--- src/rtl/mioc_gate_sequencer_if.sv ---
// Observation stream from the gate sequencer: one {mismatch, pattern, z} record
// per handshake.
interface mioc_gate_sequencer_if;
  logic       obs_valid;
  logic       obs_ready;
  logic [5:0] obs_data;

  modport master (output obs_valid, output obs_data, input obs_ready);
  modport slave  (input obs_valid, input obs_data, output obs_ready);
endinterface

--- src/rtl/mioc_gate_sequencer.sv ---
// Walks a 4-input MOS gate through all 16 input patterns and checks each
// settled output against a captured golden truth table.
module mioc_gate_sequencer #(
  parameter int SETTLE_CYCLES = 8
) (
  input  logic                         clk,
  input  logic                         rst,
  input  logic                         start,
  input  logic [15:0]                  golden,
  input  logic                         z_in,
  output logic [3:0]                   drv,
  output logic                         busy,
  output logic                         done,
  output logic                         pass,
  output logic [4:0]                   fail_count,
  output logic [15:0]                  fail_mask,
  mioc_gate_sequencer_if.master        obs
);

  typedef enum logic [1:0] {IDLE, SETTLE, EMIT, DONE} state_t;

  // Counter runs S-1 down to 0, so SETTLE spans exactly S cycles.
  localparam logic [7:0] CNT_LOAD = 8'(SETTLE_CYCLES - 1);

  state_t      state;
  logic [7:0]  cnt;
  logic [3:0]  pattern;
  logic [15:0] golden_q;
  logic        z_p0;
  logic        z_p1;

  // Synchronizer stage: z_in is asynchronous to clk
  always_ff @(posedge clk) begin
    if (rst) begin
      z_p0 <= 1'b0;
      z_p1 <= 1'b0;
    end else begin
      z_p0 <= z_in;
      z_p1 <= z_p0;
    end
  end

  always_ff @(posedge clk) begin
    golden_q <= golden_q;
    if (state == IDLE && start && !rst) begin
      golden_q <= golden;
    end
  end

  always_ff @(posedge clk) begin
    if (rst) begin
      state         <= IDLE;
      cnt           <= 8'd0;
      pattern       <= 4'd0;
      drv           <= 4'd0;
      busy          <= 1'b0;
      done          <= 1'b0;
      pass          <= 1'b0;
      fail_count    <= 5'd0;
      fail_mask     <= 16'd0;
      obs.obs_valid <= 1'b0;
      obs.obs_data  <= 6'd0;
    end else begin
      done <= 1'b0;
      case (state)
        IDLE: begin
          if (start) begin
            fail_count <= 5'd0;
            fail_mask  <= 16'd0;
            pass       <= 1'b0;
            pattern    <= 4'd0;
            drv        <= 4'd0;
            cnt        <= CNT_LOAD;
            busy       <= 1'b1;
            state      <= SETTLE;
          end
        end
        SETTLE: begin
          if (cnt == 8'd0) begin
            obs.obs_data  <= {z_p1 ^ golden_q[pattern], pattern, z_p1};
            obs.obs_valid <= 1'b1;
            state         <= EMIT;
          end else begin
            cnt <= cnt - 8'd1;
          end
        end
        EMIT: begin
          if (obs.obs_ready) begin
            obs.obs_valid <= 1'b0;
            if (obs.obs_data[5]) begin
              fail_count         <= fail_count + 5'd1;
              fail_mask[pattern] <= 1'b1;
            end
            if (pattern == 4'd15) begin
              // Fold in the final pattern's verdict so pass is valid alongside done.
              pass  <= (fail_count == 5'd0) && !obs.obs_data[5];
              done  <= 1'b1;
              drv   <= 4'd0;
              state <= DONE;
            end else begin
              pattern <= pattern + 4'd1;
              drv     <= pattern + 4'd1;
              cnt     <= CNT_LOAD;
              state   <= SETTLE;
            end
          end
        end
        DONE: begin
          busy  <= 1'b0;
          state <= IDLE;
        end
        default: state <= IDLE;
      endcase
    end
  end

endmodule

--- src/flat_wrapper.sv ---
// flat-port wrapper written by rule: the top's interface ports become plain ports
module mioc_gate_sequencer_flat 
#(
  parameter int SETTLE_CYCLES = 8
)
  (clk, rst, start, golden, z_in, drv, busy, done, pass, fail_count, fail_mask, obs_obs_valid, obs_obs_data, obs_obs_ready);
  mioc_gate_sequencer_if obs_i ();
  input  logic clk;
  input  logic rst;
  input  logic start;
  input  logic [15:0] golden;
  input  logic z_in;
  output logic [3:0] drv;
  output logic busy;
  output logic done;
  output logic pass;
  output logic [4:0] fail_count;
  output logic [15:0] fail_mask;
  output wire logic [$bits(obs_i.obs_valid)-1:0] obs_obs_valid;
  output wire logic [$bits(obs_i.obs_data)-1:0] obs_obs_data;
  input wire logic [$bits(obs_i.obs_ready)-1:0] obs_obs_ready;
  assign obs_obs_valid = obs_i.obs_valid;
  assign obs_obs_data = obs_i.obs_data;
  assign obs_i.obs_ready = obs_obs_ready;
  mioc_gate_sequencer #(.SETTLE_CYCLES(SETTLE_CYCLES)) u_core (.clk(clk), .rst(rst), .start(start), .golden(golden), .z_in(z_in), .drv(drv), .busy(busy), .done(done), .pass(pass), .fail_count(fail_count), .fail_mask(fail_mask), .obs(obs_i));
endmodule
--- config.mk ---
export PLATFORM = sky130hd
export DESIGN_NAME = mioc_gate_sequencer_flat
export DESIGN_NICKNAME = d
export VERILOG_FILES = /design/src/rtl/mioc_gate_sequencer_if.sv /design/src/rtl/mioc_gate_sequencer.sv /design/src/flat_wrapper.sv
export SDC_FILE = /design/constraint.sdc
export NUM_CORES = 1
export LEC_CHECK = 0
export CORE_MARGIN = 4
export CORE_UTILIZATION = 31
export CTS_BUF_LIST = sky130_fd_sc_hd__clkbuf_8
export DETAILED_ROUTE_END_ITERATION = 10
export MAX_ROUTING_LAYER = met4
export SLEW_MARGIN = 20
export SYNTH_ARGS = -nofsm -noshare
export SYNTH_HDL_FRONTEND = slang
export SYNTH_SLANG_ARGS = --single-unit
--- constraint.sdc ---
create_clock -name clk -period 4.08 [get_ports clk]
set_clock_uncertainty 0.1 [all_clocks]
set_input_delay 0.816 -clock clk [delete_from_list [all_inputs] [get_ports clk]]
set_output_delay 0.816 -clock clk [all_outputs]
set_load 0.1 [all_outputs]
==> results of run 1 <==
-- cell families (layout without fill, tap and decap cells) --
kind of cell | after synthesis | after routing | synth area share (%)
mux | 7 | 7 | 5.22
fa+ha+maj | 8 | 8 | 3.54
buf+inv | 30 | 87 | 4.47
xor+xnor | 10 | 10 | 3.10
flops | 67 | 67 | 53.1
simple gates | 98 | 98 | 17.5
compound gates | 59 | 59 | 13.1
-- where the power goes --
part	internal, mW	leakage, nW	switching [mW]	total (mW)
Sequential	0.716	0.561	0.0352	0.751
Clock	0.345	0.118	0.241	0.586
Combinational	0.102	0.585	0.194	0.296
Total	1.16	1.26	0.470	1.63
-- cell type report --
cell class / instances / area share [%]
flip-flops and latches: 67 / 40.7
multi-input cells: 182 / 32.8
repair buffers: 59 / 15.7
clock buffers: 13 / 4.85
well taps: 108 / 3.66
inverters: 12 / 1.22
clock inverters: 3 / 1.02
-- how the worst max path moves through the flow --
stage	from	endpoint	slack, ps	cells past startpoint
global route	u_core.fail_count[2]	fail_count[2]	1120	1
global placement	obs_obs_ready	u_core.fail_count[4]	1390	6
detailed placement	obs_obs_ready	u_core.fail_count[4]	1350	6
finish	u_core.fail_count[2]	fail_count[2]	1200	1
CTS	u_core.obs.obs_data[5]	obs_obs_data[5]	1140	1
floorplan	rst	u_core.golden_q[0]	1220	3
-- per-layer routing --
layer,vias up,part of all wire (%)
met2,53,45
li1,1108,-
met3,9,5.5
met4,0,1.8
met1,982,47
met5,-,0
-- stage by stage --
step,instance area [µm²],std cells
after floorplan,2830,279
after global placement,3470,428
after detailed placement,3470,428
after CTS,3690,444
after global routing,3690,444
final,3690,444
-- Yosys cell counts (2+ instances only) --
library cell  count
nand3_1           8
buf_2             5
nor2_1           31
a211oi_1          4
and2_1            3
clkbuf_1         12
mux4_1            4
or3_1             4
inv_1            12
mux2i_1           2
xor2_1            7
nor4_1            3
nor2b_1           7
a21oi_1          22
dfxtp_1          51
nand2_1          16
a31oi_1          15
xnor2_1           3
a31o_2            2
ha_1              8
nand4_1           3
o211ai_1          2
nand2b_1          3
nor3_1           12
edfxtp_1         16
o2111ai_1         3
o21ai_0           5
-- worst reg2reg max path: stages, from the launching register on --
cell      delay [ps]
dfxtp_1          630
mux4_1           640
mux4_2           490
xnor2_1          140
a211oi_1         200
-- state kept, by name, indices dropped and copies added (netlist names) --
| signal | cells |
|---|---|
| u_core.busy | 1 |
| u_core.cnt | 8 |
| u_core.done | 1 |
| u_core.drv | 4 |
| u_core.fail_count | 5 |
| u_core.fail_mask | 16 |
| u_core.golden_q | 16 |
| u_core.obs.obs_data | 6 |
| u_core.obs.obs_valid | 1 |
| u_core.pass | 1 |
| u_core.pattern | 4 |
| u_core.state | 2 |
| u_core.z_p0 | 1 |
| u_core.z_p1 | 1 |
==> run metrics, run 1 <==
reg2reg start=u_core.pattern[0]; status=finished, final reports clean; Final Power=~1.6 mW; Worst EP arrival=roughly 2000 ps; Top Usage Layer GRT=met2; yosys warns=0; Max Clk Rate=about 350 MHz; starting density of the core=approximately a third; CORE AREA=just under 0.009 mm²; worst hold slack=about 340 ps; share of the synthesized area in the top cell type=a little over a third; Via Count=around 2,200; post-DR vias/cell=4.85; All-Layer GR Usage=12.2%; fraction of registers with async set/reset=0%; Setup WS post-layout=1200 ps; Worst slew margin=a little over a third; Die Width=104 µm; commonest cells after routing, fill and taps aside=clkdlybuf4s50_1, dfxtp_1, nor2_1, a21oi_1; Worst-path clk slew=around 70 ps; met2 Use GR=a little under a fifth; commonest non-fill, non-tap cell in the layout=clkdlybuf4s50_1; largest net degree at the start of global routing=35; worst reg-to-reg setup slack=roughly 1800 ps; final setup TNS=0 ps; Routed WL per cell=14.2 µm; PostCTS Resize Cnt=0; Ports=56; drt total wl=between 6000 and 7000 µm; total die area=0.0107 mm²; GP Congestion=roughly 0.77; Worst Hold Path EP=u_core.z_p1; max cap viols=0; Cell variety after synth=43; HPWL after detailed placement=4330 µm; CTS tree=done; cells after synthesis=about 280; number of global-route vias before repair=between 2,000 and 2,500; Congestion Overflow GR=0; CP Max Fanout=7; Worst path slowest cell=clkdlybuf4s50_1; Cell Chain, Critical Path=clkdlybuf4s50_1; worst hold path depth=1; Top delay family on crit path=buffers and inverters; Rows=34; leak pwr=1.26 nW; Final period util=70.5%; Min-Delay Startpoint=u_core.z_p0; Min-Delay Path Class=flop to flop; Port Buf Inserts=55; Slew Limit Fails=0; CTS Hold Bufs=0; Worst path max stage delay=approximately 1200 ps; crit path capture type=primary output; first-pass GRT wire length=slightly above 10,000 µm; Slew @ Worst Pin=975 ps; clock latency on the worst-skew pair=between 300 and 400 ps; Synth area leaders=dfxtp_1, edfxtp_1, nor2_1; Die H=~100 µm; Setup crit start kind=flop; share of post-route cells with drive strength above 1=about 8.0%; Avg Synthesized Cell Area=10.1 µm²; # diodes=0; CP bufs+invs=1; DR iter-0 viols=between 50 and 60; VDD IR-drop max=0.000192 V; Area Overhead vs Synth=30.4%; Main synth FF type=dfxtp_1; DR DRC count=0; CTS Buf Count=9; met3 usage=3.92%; Post-CTS Setup Repair Bufs=0; register area=between 0.0015 and 0.002 mm²; number of synthesized flops with an enable pin=16; final setup violation count=0; Synth area leader=dfxtp_1; Bufs on Longest Clock Path=2; DRT antenna net count=0; total power per unit cell area=443 mW/mm²; area of the multi-input gates=between 0.001 and 0.0015 mm²; Req. time, crit path=3160 ps; unrepaired setup endpoints after global routing=false; nets@finish=360; drt first pass iters=4; synthesized cell area=0.00283 mm²; post-synthesis sequential area ratio=53.1%; fillcell total=about 830; H-tree Lvls=3; reg-to-reg endpoint=u_core.obs.obs_data[5]; Synth Register Bits=67; post-layout util=between 40% and 50%; Root Buffer=clkbuf_8; syn nets=between 300 and 400; clk sink count=67; FF-to-FF path depth=4; count of final hold-check violations=0; met1 Use GR=about 15%; Crit Path Category=flop to primary output; minimum clock period=between 2000 and 3000 ps; initial antenna violation count=0; DP Worst Slack=between 1000 and 1500 ps
Power figures use the tool's default switching activity.
==> run 2, diff against run 1 <==
==> constraint.sdc (replaced) <==
create_clock -name clk -period 2.9 [get_ports clk]
set_clock_uncertainty 0.1 [all_clocks]
set_input_delay 0.58 -clock clk [delete_from_list [all_inputs] [get_ports clk]]
set_output_delay 0.58 -clock clk [all_outputs]
set_load 0.1 [all_outputs]
==> run metrics, run 2 (same netlist as run 1, synthesis figures left out) <==
cell count after placement=429 (was 428); count of final hold-check violations=0 (unchanged); Worst path slowest cell=dfxtp_1 (was clkdlybuf4s50_1); Final Power=2.25 mW (was 1.63 mW); clock latency on the worst-skew pair=340 ps (about the same); Worst EP arrival=2470 ps (was 1960 ps); commonest non-fill, non-tap cell in the layout=dfxtp_1 (was clkdlybuf4s50_1); minimum clock period=between 2000 and 2500 ps; nets@finish=361 (was 360); Ports=56 (unchanged); Die H=104 µm (unchanged); DR DRC count=0 (unchanged); initial antenna violation count=0 (unchanged); unrepaired setup endpoints after global routing=false (unchanged); post-route cell area=0.00359 mm² (was 0.00369 mm²); VDD IR-drop max=0.000274 V (was 0.000192 V); fillcell total=862 (was 833); CTS tree=done (unchanged); Via Count=2,212 (was 2,152); clk sink count=67 (unchanged); first-pass GRT wire length=10,500 µm (was 10,300 µm); H-tree Lvls=3 (unchanged); Worst-path clk slew=70 ps (about the same); leak pwr=1.33 nW (was 1.26 nW); Final period util=79.7%; status=finished, final reports clean (unchanged); Slew Limit Fails=0 (unchanged); Area Overhead vs Synth=27.0% (was 30.4%); GP Congestion=0.788 (was 0.766); Die Width=104 µm (unchanged); CP Max Fanout=11 (was 7); HPWL after detailed placement=4450 µm (was 4330 µm); final setup TNS=0 ps (unchanged); Cell Chain, Critical Path=mux4_1, mux4_2, xnor2_1, a211oi_1 (was clkdlybuf4s50_1); Max Clk Rate=around 430 MHz; max cap viols=0 (unchanged); Crit Path Category=flop to flop (was flop to primary output); CORE AREA=0.00881 mm² (unchanged); All-Layer GR Usage=12.7% (was 12.2%); Slew @ Worst Pin=745 ps (was 975 ps); Setup crit start kind=flop (unchanged); Congestion Overflow GR=0 (unchanged); Port Buf Inserts=55 (unchanged); Bufs on Longest Clock Path=2 (unchanged); starting density of the core=32.1% (unchanged); CTS Buf Count=9 (unchanged); largest net degree at the start of global routing=22 (was 35); Min-Delay Path Class=flop to flop (unchanged); Req. time, crit path=3060 ps (was 3160 ps); PostCTS Resize Cnt=0 (unchanged); Worst path max stage delay=660 ps (was 1180 ps); Top Registers=u_core.fail_mask: 16 flops, u_core.golden_q: 16 flops, u_core.cnt: 8 flops (unchanged); # diodes=0 (unchanged); drt total wl=6420 µm (was 6310 µm); commonest cells after routing, fill and taps aside=dfxtp_1, buf_4, nor2_1, a21oi_1, clkdlybuf4s50_1 (was clkdlybuf4s50_1, dfxtp_1, nor2_1, a21oi_1); final setup violation count=0 (unchanged); Root Buffer=clkbuf_8 (unchanged); worst hold slack=343 ps (was 341 ps); crit path capture type=flop (was primary output); post-DR vias/cell=4.97 (was 4.85); Worst slew margin=48.9% (was 34.8%); CTS Hold Bufs=0 (unchanged); Post-Layout Cell Count=445 (was 444); DRT antenna net count=0 (unchanged); number of global-route vias before repair=2,155 (was 2,086); DR iter-0 viols=69 (was 58); total die area=0.0107 mm² (unchanged); Cell Area, Placed=0.00339 mm² (was 0.00347 mm²); Post-CTS Setup Repair Bufs=0 (unchanged); total power per unit cell area=627 mW/mm² (was 443 mW/mm²); Routed WL per cell=14.4 µm (was 14.2 µm); Rows=34 (unchanged); drt first pass iters=4 (unchanged); share of post-route cells with drive strength above 1=19.3% (was 8.04%)
==> run 2: power by group <==
part	leakage [nW]	switching (mW)	total, mW	internal [mW]
Sequential	0.561	0.0501	1.06	1.01
Combinational	0.661	0.271	0.411	0.140
Clock	0.103	0.363	0.784	0.421
==> run 2: routing by layer <==
metal / routed length (µm) / share of wire (%) / vias to the layer above / global-route usage (%)
li1: - / - / 1113 / -
met3: 435 / 6.8 / 6 / 4.91
met2: 2910 / 45 / 73 / 19.3
met5: 0 / 0 / - / -
met4: 89 / 1.4 / 0 / 4.46
met1: 2980 / 46 / 1020 / 15.3
==> run 2: critical path, delay by kind of cell (launching register included) <==
family	cells	cell delay, ps
compound gates	1	210
xor+xnor	1	140
flops	1	660
mux	2	1130
==> run 2: path summary, 6_finish.rpt <==
path	startpoint	end	slack (ps)	cells after the start
worst min register to register	u_core.z_p0	u_core.z_p1	340	1
worst min-delay path	u_core.z_p0	u_core.z_p1	340	1
worst max-delay path	u_core.pattern[0]	u_core.obs.obs_data[5]	590	4
worst max register to register	u_core.pattern[0]	u_core.obs.obs_data[5]	590	4
==> run 2: area by class of cell <==
type / count / area (µm²) / share of cell area [%]
Sequential cell: 67 / 1500 / 41.8
Inverter: 12 / 45.0 / 1.25
Timing Repair Buffer: 60 / 500 / 13.9
Clock inverter: 6 / 62.6 / 1.74
Clock buffer: 10 / 138 / 3.83
Tap cell: 108 / 135 / 3.76
Multi-Input combinational cell: 182 / 1210 / 33.7
==> run 2: stage by stage <==
step	util, %	setup slack (ps)
finish	40.8	589
CTS	40.8	546
global route	40.8	431
detailed placement	38.5	331
floorplan	-	279
global placement	38.5	395
